==> src/rtl/fifo_readout_pkg.sv <==
// Shared types and header layout for the FIFO frame readout sequencer.
package fifo_readout_pkg;

  // Frame sequencer states.
  typedef enum logic [1:0] {
    IDLE    = 2'd0,
    HDR     = 2'd1,
    PAYLOAD = 2'd2,
    PAD     = 2'd3
  } state_t;

  // Header word: [15:12] tag, [11] overflow, [10:8] zero, [7:0] sequence.
  localparam logic [3:0]  HDR_TAG     = 4'hA;
  localparam logic [15:0] PAD_WORD    = 16'h0000;
  localparam int          HDR_TAG_LSB = 12;
  localparam int          HDR_TAG_W   = 4;
  localparam int          HDR_OVF_BIT = 11;
  localparam int          HDR_SEQ_LSB = 0;
  localparam int          HDR_SEQ_W   = 8;

  // Assemble a header word from the overflow flag and the sequence number.
  function automatic logic [15:0] make_header(input logic ovf, input logic [HDR_SEQ_W-1:0] seq);
    logic [15:0] h;
    h = '0;
    h[HDR_TAG_LSB +: HDR_TAG_W] = HDR_TAG;
    h[HDR_OVF_BIT]              = ovf;
    h[HDR_SEQ_LSB +: HDR_SEQ_W] = seq;
    return h;
  endfunction

endpackage

==> src/rtl/fifo_prefetch2.sv <==
// Two-entry prefetch buffer between the FIFO read port and the frame stream.
// The head of the buffer is always slot0; push and pop may happen together.
module fifo_prefetch2 (
  input  logic        clk,
  input  logic        rst,
  input  logic        push,
  input  logic [15:0] din,
  input  logic        pop,
  output logic [15:0] head,
  output logic [1:0]  occ
);

  logic [15:0] slot0;
  logic [15:0] slot1;
  logic        pop_ok;
  logic        push_ok;

  // A pop on an empty buffer is ignored; a push into a full buffer is only
  // accepted when a pop frees a slot in the same cycle.
  always_comb begin
    pop_ok  = pop & (occ != 2'd0);
    push_ok = push & ((occ != 2'd2) | pop_ok);
  end

  // Shift-down storage: a pop moves slot1 into slot0, a push fills the first free slot.
  always_ff @(posedge clk or negedge rst) begin
    if (!rst) begin
      slot0 <= '0;
      slot1 <= '0;
      occ   <= 2'd0;
    end else begin
      case ({push_ok, pop_ok})
        2'b11: begin
          if (occ == 2'd1) begin
            slot0 <= din;
          end else begin
            slot0 <= slot1;
            slot1 <= din;
          end
        end
        2'b10: begin
          if (occ == 2'd0) begin
            slot0 <= din;
          end else begin
            slot1 <= din;
          end
          occ <= occ + 2'd1;
        end
        2'b01: begin
          slot0 <= slot1;
          occ   <= occ - 2'd1;
        end
        default: ;
      endcase
    end
  end

  assign head = slot0;

endmodule

==> src/rtl/fifo_frame_readout_ctrl.sv <==
// Read-side frame sequencer: drains the acquisition FIFO through a 2-entry
// prefetch buffer and emits header + fixed-length payload frames on a
// valid/ready stream, padding frames that stall on flush or timeout.
module fifo_frame_readout_ctrl
  import fifo_readout_pkg::*;
#(
  parameter int FRAME_WORDS = 64,
  parameter int SEQ_W       = 8,
  parameter int TIMEOUT     = 1024
) (
  input  logic        clk,
  input  logic        rst,
  input  logic        enable,
  input  logic        flush,
  input  logic        clr_ovf,
  input  logic        fifo_empty,
  input  logic        fifo_full,
  input  logic [15:0] fifo_dout,
  output logic        fifo_rd_en,
  output logic [15:0] out_data,
  output logic        out_valid,
  input  logic        out_ready,
  output logic        out_sof,
  output logic        out_eof,
  output logic        busy,
  output logic        ovf_sticky,
  output logic [15:0] frame_count
);

  localparam int                CNT_W     = $clog2(FRAME_WORDS);
  localparam logic [CNT_W-1:0]  LAST_WORD = CNT_W'(FRAME_WORDS - 1);
  localparam int                TMR_W     = (TIMEOUT > 0) ? $clog2(TIMEOUT + 1) : 1;
  localparam logic [TMR_W-1:0]  TMR_MAX   = TMR_W'(TIMEOUT);

  state_t           state;
  logic [CNT_W-1:0] word_cnt;
  logic [TMR_W-1:0] starve;
  logic [SEQ_W-1:0] seq;
  logic             inflight;
  logic             flush_pending;
  logic             frame_ovf;
  logic             hdr_ovf;
  logic [1:0]       occ;
  logic [15:0]      head;
  logic             run;
  logic             xfer;
  logic             pop;
  logic             last_word;
  logic             timeout_hit;
  logic             frame_done;

  fifo_prefetch2 u_prefetch (
    .clk  (clk),
    .rst  (rst),
    .push (inflight),
    .din  (fifo_dout),
    .pop  (pop),
    .head (head),
    .occ  (occ)
  );

  // Read strobes are issued only while there is room for the word once it
  // lands; reset gates the strobe so nothing is requested while held in reset.
  always_comb begin
    busy        = (state != IDLE);
    run         = enable | busy;
    fifo_rd_en  = rst & run & ~fifo_empty & (({1'b0, occ} + {2'b00, inflight}) < 3'd2);
    last_word   = (word_cnt == LAST_WORD);
    timeout_hit = (TIMEOUT != 0) && (starve == TMR_MAX);
  end

  // Stream outputs are decoded purely from registered state and buffer
  // occupancy, so they stay stable while a word waits for out_ready.
  always_comb begin
    out_valid = 1'b0;
    out_data  = '0;
    out_sof   = 1'b0;
    out_eof   = 1'b0;
    case (state)
      HDR: begin
        out_valid = 1'b1;
        out_sof   = 1'b1;
        out_data  = make_header(hdr_ovf, HDR_SEQ_W'(seq));
      end
      PAYLOAD: begin
        out_valid = (occ != 2'd0);
        out_data  = head;
        out_eof   = last_word;
      end
      PAD: begin
        out_valid = 1'b1;
        out_data  = PAD_WORD;
        out_eof   = last_word;
      end
      default: ;
    endcase
  end

  // Handshake qualifiers; only real payload words leave the buffer.
  always_comb begin
    xfer       = out_valid & out_ready;
    pop        = xfer & (state == PAYLOAD);
    frame_done = xfer & last_word & ((state == PAYLOAD) | (state == PAD));
  end

  // A FIFO word requested this cycle arrives on fifo_dout next cycle.
  always_ff @(posedge clk or negedge rst) begin
    if (!rst) begin
      inflight <= 1'b0;
    end else begin
      inflight <= fifo_rd_en;
    end
  end

  // Frame sequencer: header, payload words with starve tracking, padding.
  always_ff @(posedge clk or negedge rst) begin
    if (!rst) begin
      state       <= IDLE;
      word_cnt    <= '0;
      starve      <= '0;
      seq         <= '0;
      frame_count <= '0;
      hdr_ovf     <= 1'b0;
    end else begin
      case (state)
        IDLE: begin
          if (enable && (occ != 2'd0)) begin
            state   <= HDR;
            hdr_ovf <= frame_ovf | fifo_full;
          end
        end
        HDR: begin
          if (xfer) begin
            state    <= PAYLOAD;
            word_cnt <= '0;
            starve   <= '0;
          end
        end
        PAYLOAD: begin
          if (xfer) begin
            starve <= '0;
            if (last_word) begin
              state       <= IDLE;
              seq         <= seq + 1'b1;
              frame_count <= frame_count + 16'd1;
            end else begin
              word_cnt <= word_cnt + 1'b1;
            end
          end else if (occ == 2'd0) begin
            if (flush_pending || timeout_hit) begin
              state <= PAD;
            end else if ((TIMEOUT != 0) && (starve != TMR_MAX)) begin
              starve <= starve + 1'b1;
            end
          end
        end
        PAD: begin
          if (xfer) begin
            if (last_word) begin
              state       <= IDLE;
              seq         <= seq + 1'b1;
              frame_count <= frame_count + 16'd1;
            end else begin
              word_cnt <= word_cnt + 1'b1;
            end
          end
        end
        default: state <= IDLE;
      endcase
    end
  end

  // Flush request is remembered until the frame it targets has closed.
  always_ff @(posedge clk or negedge rst) begin
    if (!rst) begin
      flush_pending <= 1'b0;
    end else if (frame_done) begin
      flush_pending <= 1'b0;
    end else if (flush && ((state == HDR) || (state == PAYLOAD))) begin
      flush_pending <= 1'b1;
    end
  end

  // Overflow flags: a FIFO-full sighting beats any clear in the same cycle.
  always_ff @(posedge clk or negedge rst) begin
    if (!rst) begin
      ovf_sticky <= 1'b0;
      frame_ovf  <= 1'b0;
    end else begin
      if (fifo_full) begin
        ovf_sticky <= 1'b1;
      end else if (clr_ovf) begin
        ovf_sticky <= 1'b0;
      end
      if (fifo_full) begin
        frame_ovf <= 1'b1;
      end else if ((state == HDR) && xfer) begin
        frame_ovf <= 1'b0;
      end
    end
  end

endmodule

==> config.mk <==
export PLATFORM = sky130hd
export DESIGN_NAME = fifo_frame_readout_ctrl
export DESIGN_NICKNAME = d
export VERILOG_FILES = /design/src/rtl/fifo_readout_pkg.sv /design/src/rtl/fifo_prefetch2.sv /design/src/rtl/fifo_frame_readout_ctrl.sv
export SDC_FILE = /design/constraint.sdc
export NUM_CORES = 1
export LEC_CHECK = 0
export ABC_AREA = 1
export BUFFER_PORTS_ARGS = -buffer_cell sky130_fd_sc_hd__buf_2
export CORE_ASPECT_RATIO = 0.9
export CORE_MARGIN = 8
export CORE_UTILIZATION = 61
export CTS_BUF_LIST = sky130_fd_sc_hd__clkbuf_2
export CTS_CLUSTER_SIZE = 25
export DETAILED_ROUTE_END_ITERATION = 6
export HOLD_SLACK_MARGIN = 0.12
export MAX_ROUTING_LAYER = met4
export PLACE_DENSITY = 0.79
export SETUP_SLACK_MARGIN = 0.15
export SYNTH_ARGS = -nofsm -noshare
export SYNTH_HDL_FRONTEND = slang
export SYNTH_SLANG_ARGS = --single-unit
==> constraint.sdc <==
create_clock -name clk -period 2.4 [get_ports clk]
set_input_delay 0.12 -clock clk [delete_from_list [all_inputs] [get_ports clk]]
set_output_delay 0.12 -clock clk [all_outputs]
set_load 0.005 [all_outputs]
==> results of run 1 <==
## cells in the final DEF, fill, tap and decap left out, types with 2 or more instances in the layout
cell and n:
xnor2_1 5, buf_2 60, ha_1 12, dfrtp_1 81, nor2_4 3, o21ai_1 7, nor3_1 11, nand3_2 2
clkinvlp_4 2, nor2_1 107, inv_2 8, xor2_1 17, clkinv_1 2, clkbuf_2 9, xnor2_2 2, a21o_1 2
o31ai_4 2, buf_4 22, o21bai_1 2, nand2_1 185, or2_2 4, nand2_2 8, dlygate4sd3_1 27, inv_1 57
mux2i_1 7, nand4_1 25, o21ai_0 23, a21oi_1 25, nand3_1 49, nand3_4 3
## power by group through the flow
stage	clock network [mW]	registers [mW]	logic [mW]
6_report	0.783	1.93	2.87
5_1_grt	0.845	1.96	3.19
4_1_cts	0.803	1.91	2.57
3_5_place_dp	0	1.95	2.46
3_3_place_gp	0	1.93	2.40
2_1_floorplan	0	1.90	1.83
## sequential cells by signal, indices dropped and copies added (netlist names)
register,cells
frame_ovf,1
inflight,1
u_prefetch.head,16
hdr_ovf,1
state,2
ovf_sticky,1
frame_count,16
seq,8
u_prefetch.occ,2
word_cnt,6
u_prefetch.slot1,16
flush_pending,1
starve,11
## logic make-up after synthesis
kind of cell,after synthesis,synth area share
flip-flops,82,0.411
AO/OA/AOI/OAI,63,0.0690
XOR/XNOR,24,0.0451
adder cells (fa/ha/maj),12,0.0301
multiplexers,7,0.0140
AND/OR/NAND/NOR,400,0.351
buffers and inverters,91,0.0793
## metal layers
metal	GRT usage	vias to the layer above	part of all wire
li1	-	2375	-
met1	0.275	2228	0.42
met2	0.387	188	0.50
met3	0.0551	19	0.067
met4	0.0532	0	0.016
met5	-	-	0
## area by class of cell
class                   count  area, um2
flip-flops and latches     82       2050
well taps                  99        124
multi-input cells         509       2660
inverters                  67        254
repair buffers            111        762
fillers                   586       2010
clock buffers               9       45.0
clock inverters             7       77.6
## how the worst min path moves through the flow
stage	end	slack (ps)	cells past startpoint
after global placement	starve[8]	190	2
final	u_prefetch.slot1[3]	320	4
after detailed placement	starve[8]	190	2
after CTS	u_prefetch.slot1[3]	280	4
after floorplan	flush_pending	-180	0
after global routing	u_prefetch.slot1[8]	290	4
## stage by stage
| stage | instance area, um2 | setup slack [ps] | std cells | hold WS (ps) | utilization |
|---|---|---|---|---|---|
| 2_1_floorplan | 4990 | 615 | 679 | -176 | - |
| 3_5_place_dp | 5400 | 169 | 830 | 193 | 0.676 |
| 5_1_grt | 5980 | 62.5 | 884 | 287 | 0.748 |
| 4_1_cts | 5820 | 116 | 876 | 282 | 0.729 |
| 3_3_place_gp | 5400 | 257 | 830 | 189 | 0.676 |
| 6_report | 5980 | 225 | 884 | 320 | 0.748 |
## critical path: cells and delay by family, from the launching register on
family,cells,cell delay (ps)
buffers and inverters,4,820
DFF,1,460
AOI/OAI and AO/OA,2,370
adders and majority gates,1,240
and+or+nand+nor,2,210
## timing repair
| action | 4_1_cts | 5_1_grt |
|---|---|---|
| endpoints found under the hold margin | 92 | 0 |
| endpoints found under the setup margin | 8 | 58 |
| hold buffers | 27 | 0 |
| buffers inserted | 3 | 5 |
| resized for setup | 4 | 15 |
| pin swaps | 2 | 3 |
| gates cloned | 0 | 3 |
==> impl_metrics.json, run 1 <==
{
  "port_buffers": 61,
  "power.density_nw_per_um2": 933,
  "drv_cap": 0,
  "p_comb_frac": 0.514,
  "cp_max_fo": 6,
  "synth-seq-cells": 82,
  "synth-edff-count": 0,
  "pwr-share-clk": 0.140,
  "initial_core_util": 0.624,
  "finalCriticalPeriod_ps": 2180,
  "outcome": "complete, no violations",
  "critical_path.endpoint": "frame_ovf",
  "ir_drop_mv": 0.764,
  "clock-sinks": 82,
  "grt_pass1_wl_mm": 21.3,
  "r2r-end": "frame_ovf",
  "setup_viol": 0,
  "synthFlopType": "dfrtp_1",
  "max_slew_margin": 0.516,
  "io_pins": 62,
  "clk_pin_slew_ps": 260,
  "grt_pass1_vias": 4525,
  "die-area_um2": 11300,
  "area_growth_pct": 19.9,
  "r2r_start": "u_prefetch.occ[1]",
  "synth_nets": 715,
  "hpwlAfterDp_mm": 8.35,
  "rsz0062_at_grt": "false",
  "fin_crit_sh": 0.906,
  "arrival_ps": 2640,
  "synthArstFlopShare": 1.00,
  "dieWidth_um": 111,
  "coreArea_um2": 7990,
  "power_switching_mw": 2.60,
  "place.gp.congestion": 0.891,
  "worst_hold_path_type": "in2reg",
  "synth_common_cells": "185 x nand2_1, 107 x nor2_1, 82 x dfrtp_1",
  "seqPwrFrac": 0.346,
  "clockRootBuffer": "clkbuf_2",
  "syn_avg_cell_area_um2": 7.35,
  "nNetsFinal": 816,
  "synth_top_area_share": 0.411,
  "drtPass1Iterations": 5,
  "die_h_um": 102,
  "via_per_inst": 5.44,
  "clk_path_buf_depth": 2,
  "netlist-cell-type-count": 36,
  "end_kind": "flop",
  "via_count": 4810,
  "fmax_mhz": 460,
  "p_leak_nw": 2.95,
  "final-hold-violation-count": 0,
  "ant_nets": 0,
  "synth_largest_area_cell": "dfrtp_1",
  "row_count": 31,
  "drc": 0,
  "startpoint": "u_prefetch.occ[1]",
  "start_kind": "flop",
  "grt.total_usage": 0.230,
  "tightest_slew_ps": 725,
  "netlist_area_um2": 4990,
  "wire_per_inst_um": 14.8,
  "clk_latency_ps": 550,
  "total_power_mw": 5.58,
  "rrSetupSlack_ps": 220,
  "cts_buffers": 9,
  "drtIter0Drc": 235,
  "overflow": 0,
  "cp_data_required_time_ps": 2860,
  "seq_area_frac_synth": 0.411,
  "grt_max_degree": 52,
  "cpMaxStageDelayCell": "dlygate4sd3_1",
  "final.setup.tns_ps": 0,
  "cts_max_level": 3,
  "clock_skew_ps": 36.3,
  "reg2reg_depth": 9,
  "yosysMostFrequentCell": "nand2_1",
  "swShare": 0.466,
  "synth_cells": 679,
  "hold_start": "fifo_dout[3]",
  "intPower_mw": 2.98,
  "yosys-top-cells-area": "dfrtp_1 41%, nand2_1 14%, nor2_1 8.1%",
  "antenna_found_initial": 0,
  "critPathMaxStageDelay_ps": 560,
  "layout-drive-gt1-share": 0.180,
  "cts_tree": "built",
  "critPathKind": "reg2reg",
  "wl_mm": 13.1,
  "yosys_warnings": 0,
  "n_antenna_cell": 0,
  "worstPathCellList": "inv_1, ha_1, inv_4, nand2_2, a21oi_1, nand3_1, a21oi_1, dlygate4sd3_1, inv_1",
  "finalMaxSlewViolations": 0
}
(Power assumes the default switching activity.)
==> run 2, diff against run 1 <==
==> constraint.sdc (replaced) <==
create_clock -name clk -period 2.2 [get_ports clk]
set_input_delay 0.11 -clock clk [delete_from_list [all_inputs] [get_ports clk]]
set_output_delay 0.11 -clock clk [all_outputs]
set_load 0.01 [all_outputs]
==> impl_metrics.json, run 2 (same netlist as run 1, synthesis figures left out) <==
{
  "worst_hold_path_type": "in2async",
  "drtIter0Drc": 281,
  "clockRootBuffer": "clkbuf_2",
  "n_antenna_cell": 0,
  "drc": 0,
  "timing.final.ws_setup_ps": 156,
  "arrival_ps": 1930,
  "clock_skew_ps": 30.9,
  "grt_max_degree": 51,
  "nNetsFinal": 828,
  "final.setup.tns_ps": 0,
  "hpwlAfterDp_mm": 8.45,
  "fin_crit_sh": 0.929,
  "layout-drive-gt1-share": 0.217,
  "wire_per_inst_um": 15.1,
  "dieWidth_um": 111,
  "dp_slack_ps": 78.7,
  "met1_usage": 0.261,
  "critPathKind": "reg2out",
  "power.density_nw_per_um2": 1060,
  "io_pins": 62,
  "clk_pin_slew_ps": 250,
  "finalMaxSlewViolations": 0,
  "p_leak_nw": 3.00,
  "drv_cap": 0,
  "row_count": 31,
  "grt.total_usage": 0.235,
  "tightest_slew_ps": 646,
  "outcome": "complete, no violations",
  "cts_max_level": 3,
  "start_kind": "flop",
  "setup_viol": 0,
  "via_count": 4927,
  "initial_core_util": 0.624,
  "die-area_um2": 11300,
  "grt_pass1_wl_mm": 21.7,
  "die_h_um": 102,
  "clk_latency_ps": 550,
  "wl_mm": 13.5,
  "globalRoute.busiestLayer": "met2",
  "fin_util": 0.774,
  "drtPass1Iterations": 5,
  "grt_pass1_vias": 4777,
  "final_cell_mix": "185 x nand2_1, 105 x nor2_1, 82 x dfrtp_1, 59 x buf_2, 54 x inv_1",
  "final_common_cell": "nand2_1",
  "cts_buffers": 9,
  "area_growth_pct": 23.9,
  "grt_use_met2": 0.401,
  "clock-sinks": 82,
  "antenna_found_initial": 0,
  "final-hold-violation-count": 0,
  "end_kind": "output port",
  "clk_path_buf_depth": 2,
  "overflow": 0,
  "ir_drop_mv": 0.780,
  "fill_cells": 562,
  "place.gp.congestion": 0.912,
  "coreArea_um2": 7990,
  "max_slew_margin": 0.569,
  "via_per_inst": 5.50,
  "ant_nets": 0,
  "use_met3": 0.0474,
  "fmax_mhz": 489,
  "total_power_mw": 6.57,
  "port_buffers": 61,
  "rsz0062_at_grt": "true",
  "finalCriticalPeriod_ps": 2040,
  "cp_max_fo": 3,
  "cts_tree": "built",
  "cp_data_required_time_ps": 2090
}
==> run 2: cell types whose count changed in the layout (fill, tap and decap cells not counted), sizes merged <==
cell | before | now
clkinvlp | 2 | 6
o31ai | 2 | 1
inv | 68 | 67
clkinv | 3 | 1
dlygate4sd3 | 27 | 25
buf | 84 | 98
==> run 2: worst paths after layout <==
path	depth (start not counted)	slack, ps	from	to
worst max-delay path	7	160	state[0]	fifo_rd_en
worst min register to register	2	510	frame_ovf	frame_ovf
min in group clk	4	290	fifo_full	frame_ovf
worst max register to register	8	170	u_prefetch.occ[0]	u_prefetch.slot1[15]
worst min-delay path	3	150	rst	ovf_sticky
max in group asynchronous	3	1510	rst	u_prefetch.head[2]
==> run 2: area by class of cell <==
class | instances | area, um2 | area share
Tap cell | 99 | 124 | 0.0200
Inverter | 67 | 260 | 0.0421
Clock inverter | 7 | 77.6 | 0.0125
Multi-Input combinational cell | 508 | 2730 | 0.441
Timing Repair inverter | 1 | 7.51 | 0.00121
Sequential cell | 82 | 2050 | 0.332
Timing Repair Buffer | 123 | 891 | 0.144
Clock buffer | 9 | 45.0 | 0.00729
==> run 2: power breakdown <==
group / switching, mW / total (mW) / leakage [nW] / internal, mW
clock: 0.574 / 0.842 / 0.0612 / 0.268
sequential: 0.214 / 2.08 / 0.988 / 1.87
combinational: 2.30 / 3.65 / 1.95 / 1.35
==> run 2: critical path, stage by stage (launching register included) <==
cell and delay, ps:
dfrtp_1 430, inv_2 90, ha_4 180, inv_4 50, o21ai_2 50, a2111oi_2 290, buf_4 200, buf_6 100
==> run 2: metal layers <==
| layer | vias up | wire (um) |
|---|---|---|
| li1 | 2408 | - |
| met1 | 2288 | 5450 |
| met2 | 182 | 6890 |
| met3 | 49 | 724 |
| met4 | 0 | 422 |
| met5 | - | 0 |
==> run 2: what timing repair did <==
item                                   in CTS  in global routing
pin swaps                                   4                  7
resized for setup                          13                 32
setup endpoints to repair                  61                 75
gates cloned                                2                  1
setup buffers                               7                 10
hold buffers                               26                  0
endpoints found under the hold margin     127                  0
==> run 2: through the flow <==
step | cell area (um2) | std cells | hold slack [ps]
3_5_place_dp | 5440 | 835 | 197
2_1_floorplan | 4990 | 679 | -186
3_3_place_gp | 5440 | 835 | 191
5_1_grt | 6180 | 896 | 151
6_report | 6180 | 896 | 145
4_1_cts | 5930 | 886 | 145
